--- config.mk ---
export PLATFORM = sky130hd
export DESIGN_NAME = dm_lsu
export DESIGN_NICKNAME = d
export VERILOG_FILES = /design/src/rtl/dm_lsu.sv
export SDC_FILE = /design/constraint.sdc
export NUM_CORES = 1
export LEC_CHECK = 0
export BUFFER_PORTS_ARGS = -buffer_cell sky130_fd_sc_hd__buf_2
export CORE_UTILIZATION = 55
export DETAILED_ROUTE_END_ITERATION = 16
export GPL_TIMING_DRIVEN = 0
export MAX_ROUTING_LAYER = met4
export PLACE_DENSITY = 0.87
export RECOVER_POWER = 50
export SLEW_MARGIN = 20
export SYNTH_ARGS = -nofsm -noshare
export SYNTH_HDL_FRONTEND = slang
export SYNTH_SLANG_ARGS = --single-unit
--- constraint.sdc ---
create_clock -name clk -period 4.1 [get_ports clk]
set_input_delay 0.615 -clock clk [delete_from_list [all_inputs] [get_ports clk]]
set_output_delay 0.615 -clock clk [all_outputs]
set_load 0.005 [all_outputs]
--- src/rtl/dm_lsu.sv ---
// dm_lsu: load/store initiator between the datapath and a word-wide data memory.
// Byte/half/word loads with sign/zero extension; sub-word stores use
// read-modify-write because the memory only writes whole words.
// Optional macro LSU_RANGE_CHECK_EN: flag addresses above the memory as errors.
module dm_lsu #(
  parameter int ADDR_W = 10
) (
  input  logic              clk,
  input  logic              rst_n,
  input  logic              req_valid,
  output logic              req_ready,
  input  logic              req_we,
  input  logic [1:0]        req_size,
  input  logic              req_sign,
  input  logic [31:0]       req_addr,
  input  logic [31:0]       req_wdata,
  output logic              rsp_valid,
  output logic              rsp_err,
  output logic [31:0]       rsp_rdata,
  output logic [ADDR_W-1:0] mem_addr,
  output logic [31:0]       mem_din,
  output logic              mem_we,
  input  logic [31:0]       mem_dout
);

  typedef enum logic [1:0] {IDLE, ACCESS, WRITE} state_t;

  state_t            state;
  logic              lat_we, lat_sign;
  logic [1:0]        lat_size;
  logic [ADDR_W-1:0] lat_addr;
  logic [31:0]       lat_wdata, merge;
  logic              req_err, range_err;
  logic [7:0]        lane_b;
  logic [15:0]       lane_h;
  logic [31:0]       load_data, merge_data;

  // Memory side is driven purely from state and the latched request, so an
  // async reset drops mem_we in the same instant.
  assign req_ready = (state == IDLE);
  assign mem_addr  = {lat_addr[ADDR_W-1:2], 2'b00};
  assign mem_we    = (state == WRITE) || (state == ACCESS && lat_we && lat_size == 2'b10);
  assign mem_din   = (state == WRITE) ? merge : lat_wdata;

`ifdef LSU_RANGE_CHECK_EN
  assign range_err = |req_addr[31:ADDR_W];
`else
  // Upper address bits are ignored: addresses alias modulo 2^ADDR_W.
  logic unused_addr;
  assign unused_addr = |req_addr[31:ADDR_W];
  assign range_err   = 1'b0;
`endif

  // Classify the incoming request: reserved size, misalignment or range.
  always_comb begin
    req_err = range_err;
    case (req_size)
      2'b01:   if (req_addr[0]) req_err = 1'b1;
      2'b10:   if (req_addr[1:0] != 2'b00) req_err = 1'b1;
      2'b11:   req_err = 1'b1;
      default: ;
    endcase
  end

  // Lane select and extension for loads, lane insert for sub-word stores.
  always_comb begin
    lane_b     = mem_dout[{lat_addr[1:0], 3'b000} +: 8];
    lane_h     = mem_dout[{lat_addr[1], 4'b0000} +: 16];
    load_data  = mem_dout;
    merge_data = mem_dout;
    case (lat_size)
      2'b00: begin
        load_data = {{24{lat_sign & lane_b[7]}}, lane_b};
        merge_data[{lat_addr[1:0], 3'b000} +: 8] = lat_wdata[7:0];
      end
      2'b01: begin
        load_data = {{16{lat_sign & lane_h[15]}}, lane_h};
        merge_data[{lat_addr[1], 4'b0000} +: 16] = lat_wdata[15:0];
      end
      default: ;
    endcase
  end

  // Request FSM: accept in IDLE, access memory, optional RMW write-back.
  always_ff @(posedge clk or negedge rst_n) begin
    if (!rst_n) begin
      state     <= IDLE;
      rsp_valid <= 1'b0;
      rsp_err   <= 1'b0;
      rsp_rdata <= '0;
      lat_we    <= 1'b0;
      lat_sign  <= 1'b0;
      lat_size  <= '0;
      lat_addr  <= '0;
      lat_wdata <= '0;
      merge     <= '0;
    end else begin
      rsp_valid <= 1'b0;
      rsp_err   <= 1'b0;
      case (state)
        IDLE: if (req_valid) begin
          lat_we    <= req_we;
          lat_sign  <= req_sign;
          lat_size  <= req_size;
          lat_addr  <= req_addr[ADDR_W-1:0];
          lat_wdata <= req_wdata;
          if (req_err) begin
            rsp_valid <= 1'b1;
            rsp_err   <= 1'b1;
          end else begin
            state <= ACCESS;
          end
        end
        ACCESS: begin
          if (!lat_we) begin
            rsp_rdata <= load_data;
            rsp_valid <= 1'b1;
            state     <= IDLE;
          end else if (lat_size == 2'b10) begin
            rsp_valid <= 1'b1;
            state     <= IDLE;
          end else begin
            merge <= merge_data;
            state <= WRITE;
          end
        end
        WRITE: begin
          rsp_valid <= 1'b1;
          state     <= IDLE;
        end
        default: state <= IDLE;
      endcase
    end
  end

endmodule
**Yosys cells after proc, flatten, opt, wreduce, memory -nomap -nowiden**

Index checks and enable logic that the tools add are counted.
W data, S select, Z words.

- Flip-flop bits (word level): 114
- Bits in latches: 0
- RAM bits: 0
- Memory bits (read-only): 0
- Bits of input ports: 103
- Output and inout bits: 78
- Word-level logic and storage cells: 60
- Memories kept: 0

- $add $sub $neg: 2
- $mul: 0
- Div/mod/pow operators: 0
- $lt $le $gt $ge: 0
- Equal/unequal tests: 9
- Shift-type cells: 6
- Mux-type cells: 19
- Bitwise gates (word level): 4
- Reduce and logical (&&, ||, !) cells: 10

Operator list:

| operator | number |
|---|---|
| $pmux W32 S2 | 2 |
| $bwmux W32 | 2 |
| $mux W32 | 1 |
| $shift A16 B7 Y32 const A | 1 |
| $shift A8 B7 Y32 const A | 1 |
| $shiftx A16 B7 Y32 | 1 |
| $shiftx A32 B6 Y16 | 1 |
| $shiftx A32 B6 Y8 | 1 |
| $shiftx A8 B7 Y32 | 1 |
| $neg A5 Y7 | 2 |
| $eq A2 B2 Y1 const B | 4 |
| $mux W2 | 4 |
| $mux W1 | 7 |
| $eq A2 B1 Y1 const B | 3 |
| $pmux W1 S3 | 2 |
| $reduce_and A2 Y1 | 3 |
| $logic_not A2 Y1 | 2 |
| $ne A2 B2 Y1 const B | 2 |
| $pmux W2 S2 | 1 |
| $reduce_and A3 Y1 | 1 |
| $and A1 B1 Y1 | 2 |
| $logic_and A1 B1 Y1 | 2 |
| $not A1 Y1 | 2 |
| $reduce_bool A2 Y1 | 1 |
| $logic_or A1 B1 Y1 | 1 |

**Longest topological paths before layout**

- Depth after elaboration: 6
- Gate-level depth with buffers: 9
- Depth with buffers taken out: 6

**Least setup slack after synthesis**

OpenSTA, ideal clock, no wires.

- Kind: reg-to-reg
- From: reg lat_addr[1]
- To: reg merge[24]
- Data arrival time: 2,307 ps
- Required time: 4,023 ps
- Setup slack: 1,715 ps
- Stages on the path, launching flop included: 9
- Path through: dfrtp_1 > buf_2 > inv_1 > clkbuf_1 > ha_1 > or4b_1 > nor3_2 > nand2_1 > a21oi_1

- Word-level cells in the longest chain between the ends: 4
- Elaborated cells on any way between the ends: 9
- Those cells by class: add/sub (2); shift (4); mux (3)

Ends and longest elaborated chain:

| what | line | RTL |
|---|---|---|
| from (decl) | 31 | `logic [ADDR_W-1:0] lat_addr;` |
| from (signal assigned) | 105 | `lat_addr <= req_addr[ADDR_W-1:0];` |
| $neg A5 Y7 (on tied branches) | 78, 74 |  |
| $shiftx A16 B7 Y32, or another cell as far along | 78 | `merge_data[{lat_addr[1], 4'b0000} +: 16] = lat_wdata[15:0];` |
| $bwmux W32 (on tied branches) | 78, 74 |  |
| $pmux W32 S2 * | 71 | `case (lat_size)` |
| to (signal assigned) | 123 | `merge <= merge_data;` |
| to (decl) | 32 | `logic [31:0] lat_wdata, merge;` |

Every way passes the cells marked *; elsewhere a longest branch is shown, timed or not.
A chain may end at the register's enable or synchronous reset.

**Worst setup path after layout**

- From: reg state[1]
- To: out mem_din[7]

- Word-level cells in the longest chain between the ends: 2

Ends and longest elaborated chain:

| what | line | RTL |
|---|---|---|
| from (decl) | 28 | `state_t state;` |
| from (signal assigned) | 87 | `state <= IDLE;` |
| from (signal assigned) | 111 | `state <= ACCESS;` |
| from (signal assigned) | 118 | `state <= IDLE;` |
| $eq A2 B2 Y1 | 43 | `assign mem_din = (state == WRITE) ? merge : lat_wdata;` |
| $mux W32 | 43 |  |
| to (decl) | 21 | `output logic [31:0] mem_din,` |

No other way between the ends.

==> results by group <==
Critical path
  – CP startpoint: state[1]$_DFFE_PN0P_
  – Worst path bufs/invs: 3
  – CP dominant cell by count: clkbuf_1
  – CP Launch Type: flop
  – Reg2reg start: lat_addr[1]$_DFFE_PN0P_
  – Top delay family on crit path: buffers and inverters
  – Critical path capture point type: output port
  – Data required, critical path: 3.48 ns
  – CP max-delay cell: clkbuf_1
  – CP arrival: approximately 2.5 ns
  – Critical path fanouts, max: 10
  – CP Cell Sequence: nor2b_1 -> clkbuf_1 -> clkbuf_1 -> mux2_2 -> buf_2
  – Critical Path Max Stage Delay: around 0.62 ns
  – CP Class: flop to output port

Die
  – Die Wd: about 110 µm
  – Die H: 109 µm
  – IO Pins: around 180
  – Core Area: between 10000 and 15000 µm²
  – Initial core utilization: 0.572
  – DIE AREA: roughly 12000 µm²
  – Row count: 38

Cells and area
  – Final cell count without fillers: 972
  – # diodes: 0
  – Multi-input combinational cell area: between 3000 and 4000 µm²
  – Share of cells above drive strength 1: 0.346
  – # nets final: 929
  – Utilization after layout: 0.708
  – Fillers: between 800 and 900
  – Synthesis-to-layout area growth: 23.8%
  – Seq. cell area: ~2900 µm²

STA
  – Hold Vio Cnt, Final: 0
  – Slew Limit Fails: 54
  – Final Cycle Share: 0.765
  – Worst hold slack: between 0.4 and 0.5 ns
  – Worst-Margin Slew: 3.09 ns
  – Setup Skew: 0.00400 ns
  – # setup viols final: 0
  – RSZ-0062 raised after global routing: no
  – Final min period: between 3 and 4 ns
  – Setup TNS: 0 ns
  – Highest Clock Rate: 319 MHz
  – Worst slew margin: -1.06

Power and ir drop
  – Cell area power density: between 600 and 700 nW/µm²
  – Max IR drop VDD: around 0.00045 V
  – Leakage: approximately 0.0033 µW

Route
  – ANT nets after route: 0
  – Via density: between 6 and 7
  – Wire per inst: ~22 µm
  – Pre-antenna DRT Iters: 5
  – Routed WL: 21.0 mm
  – Detailed Route Iter0 Violations: approximately 560
  – Vias: 6000
  – DR DRC count: 0

Clocking
  – Worst skew pair latency: around 0.42 ns
  – Hold buffer count at cts: 0
  – Htree depth: 4
  – Post-cts resize count: 0
  – Root Buffer: clkbuf_16
  – CTS tree: yes
  – Num Clock Sinks: around 110
  – Setup bufs post-CTS: 0
  – CTS Buffer Depth: 2
  – Inserted Clock Buffers: 17
  – Clock transition at path regs: around 0.06 ns

Yosys
  – Register area share after synthesis: 0.454
  – Post-Synthesis Cells: between 600 and 700
  – Netlist cell types: 52
  – Mean Syn Cell Area: 9.76 µm²
  – Post-Syn Area: between 6000 and 7000 µm²
  – Synth Flop Type: dfrtp_1
  – FFs w/ async S/R, synth: 1.00
  – YS warnings: 0
  – #FFs+latches synth: approximately 110
  – Post-synth EDFFs: 0

Global route
  – Grt total ovfl: 0
  – Largest net degree at the start of global routing: between 60 and 70
  – GRT Total Usage: 0.380
  – Initial antenna violation count: 0
  – First-pass GRT wire length: around 32 mm
  – Vias in the first global route: between 5000 and 6000

Status
  – Status: finished with violations
  – Failing checks: max-capacitance violations, max-slew violations

Run
  – Max-cap violations: 1

Placement
  – Buffers on Ports: 156
  – Placed insts: between 900 and 1000
  – Dpl hpwl: between 15 and 20 mm
  – Placer Congestion: between 0.9 and 1

Worst hold path
  – Hold wc startpoint: req_wdata[24]
  – HP Class: input pin to flop
through the flow:
stage	area, µm²	total power, µW	setup slack, ns
floorplan	6290	2660	1.72
global placement	7240	3230	1.16
detailed placement	7280	3330	1.13
CTS	7820	4700	1.02
global route	7780	4930	0.545
finish	7780	4690	0.965
path summary, 6_finish.rpt:
| kind | end | cells past startpoint | slack, ns |
|---|---|---|---|
| max reg2reg | merge[27]$_DFFE_PN0P_ | 8 | 1.08 |
| max | mem_din[7] | 5 | 0.97 |
| min | lat_wdata[24]$_DFFE_PN0P_ | 2 | 0.43 |
| min reg2reg | lat_addr[4]$_DFFE_PN0P_ | 1 | 0.50 |
| min in group asynchronous | rsp_rdata[3]$_DFFE_PN0P_ | 1 | 1.21 |
| max in group asynchronous | lat_wdata[6]$_DFFE_PN0P_ | 1 | 1.14 |
layout make-up:
| class | count | share of cell area |
|---|---|---|
| clock inverter | 10 | 0.0113 |
| clock buffer | 20 | 0.0587 |
| sequential | 114 | 0.367 |
| tap | 140 | 0.0225 |
| timing repair buffer | 157 | 0.0995 |
| buffer | 57 | 0.0360 |
| multi-input combinational | 469 | 0.403 |
| inverter | 5 | 0.00241 |
where the power goes:
group          total, µW  internal (µW)  switching (µW)
logic               1500            696             804
registers           1810           1530             285
clock network       1370            851             523
total               4690           3080            1610
per-layer routing:
metal	share of wire	global-route usage	vias up
met4	0.036	0.193	0
met2	0.47	0.586	348
li1	-	-	2663
met5	0	-	-
met1	0.40	0.472	2932
met3	0.089	0.0801	57
Yosys cell counts (4+ instances only):
cell	instances	area, µm²
a22oi_1	5	37.5
a221oi_1	21	184
a31oi_1	9	56.3
a32oi_1	6	52.6
a21oi_1	42	210
and3_1	4	25.0
buf_2	8	40.0
buf_4	11	82.6
o22a_1	8	70.1
buf_1	7	26.3
clkbuf_1	29	109
dfrtp_1	114	2850
a21oi_2	10	87.6
nor3_1	7	35.0
nor2_1	52	195
nand2b_1	27	169
nor2b_1	9	56.3
ha_1	5	62.6
or2_2	7	43.8
a22o_1	8	70.1
mux2_2	75	845
inv_1	4	15.0
o221a_2	7	78.8
o21ai_0	33	165
nand2_1	95	357
kinds of logic after synthesis:
logic type | Yosys count | share of synthesized area
AO/OA/AOI/OAI | 170 | 0.193
adder cells (fa/ha/maj) | 5 | 0.00996
flip-flops | 114 | 0.454
AND/OR/NAND/NOR | 215 | 0.157
other | 1 | 0.000597
multiplexers | 77 | 0.138
buffers and inverters | 62 | 0.0476
registers in the layout (all words and copies together), names as in the netlist:
| register | cells |
|---|---|
| rsp_err | 1 |
| lat_size | 2 |
| lat_addr | 10 |
| rsp_rdata | 32 |
| lat_we | 1 |
| merge | 32 |
| lat_sign | 1 |
| lat_wdata | 32 |
| state | 2 |
| rsp_valid | 1 |
cells in the final DEF (no fill, tap or decap), types with 4 or more instances in the layout:
cell	instances
mux2_2	75
clkinvlp_4	5
or2_2	7
o22a_1	8
clkbuf_16	17
and3_1	4
o221a_2	7
nor3_1	7
nor2b_1	9
o21ai_0	33
clkinv_2	4
a21oi_1	42
dfrtp_1	114
clkbuf_1	56
buf_2	137
a32oi_1	6
buf_1	8
nand2_1	95
a22o_1	8
nand2b_1	27
a21oi_2	10
ha_1	5
a31oi_1	9
inv_1	4
nor2_1	52
buf_4	8
a221oi_1	21
a22oi_1	5
Note: power is estimated with default switching activity, not from simulation.
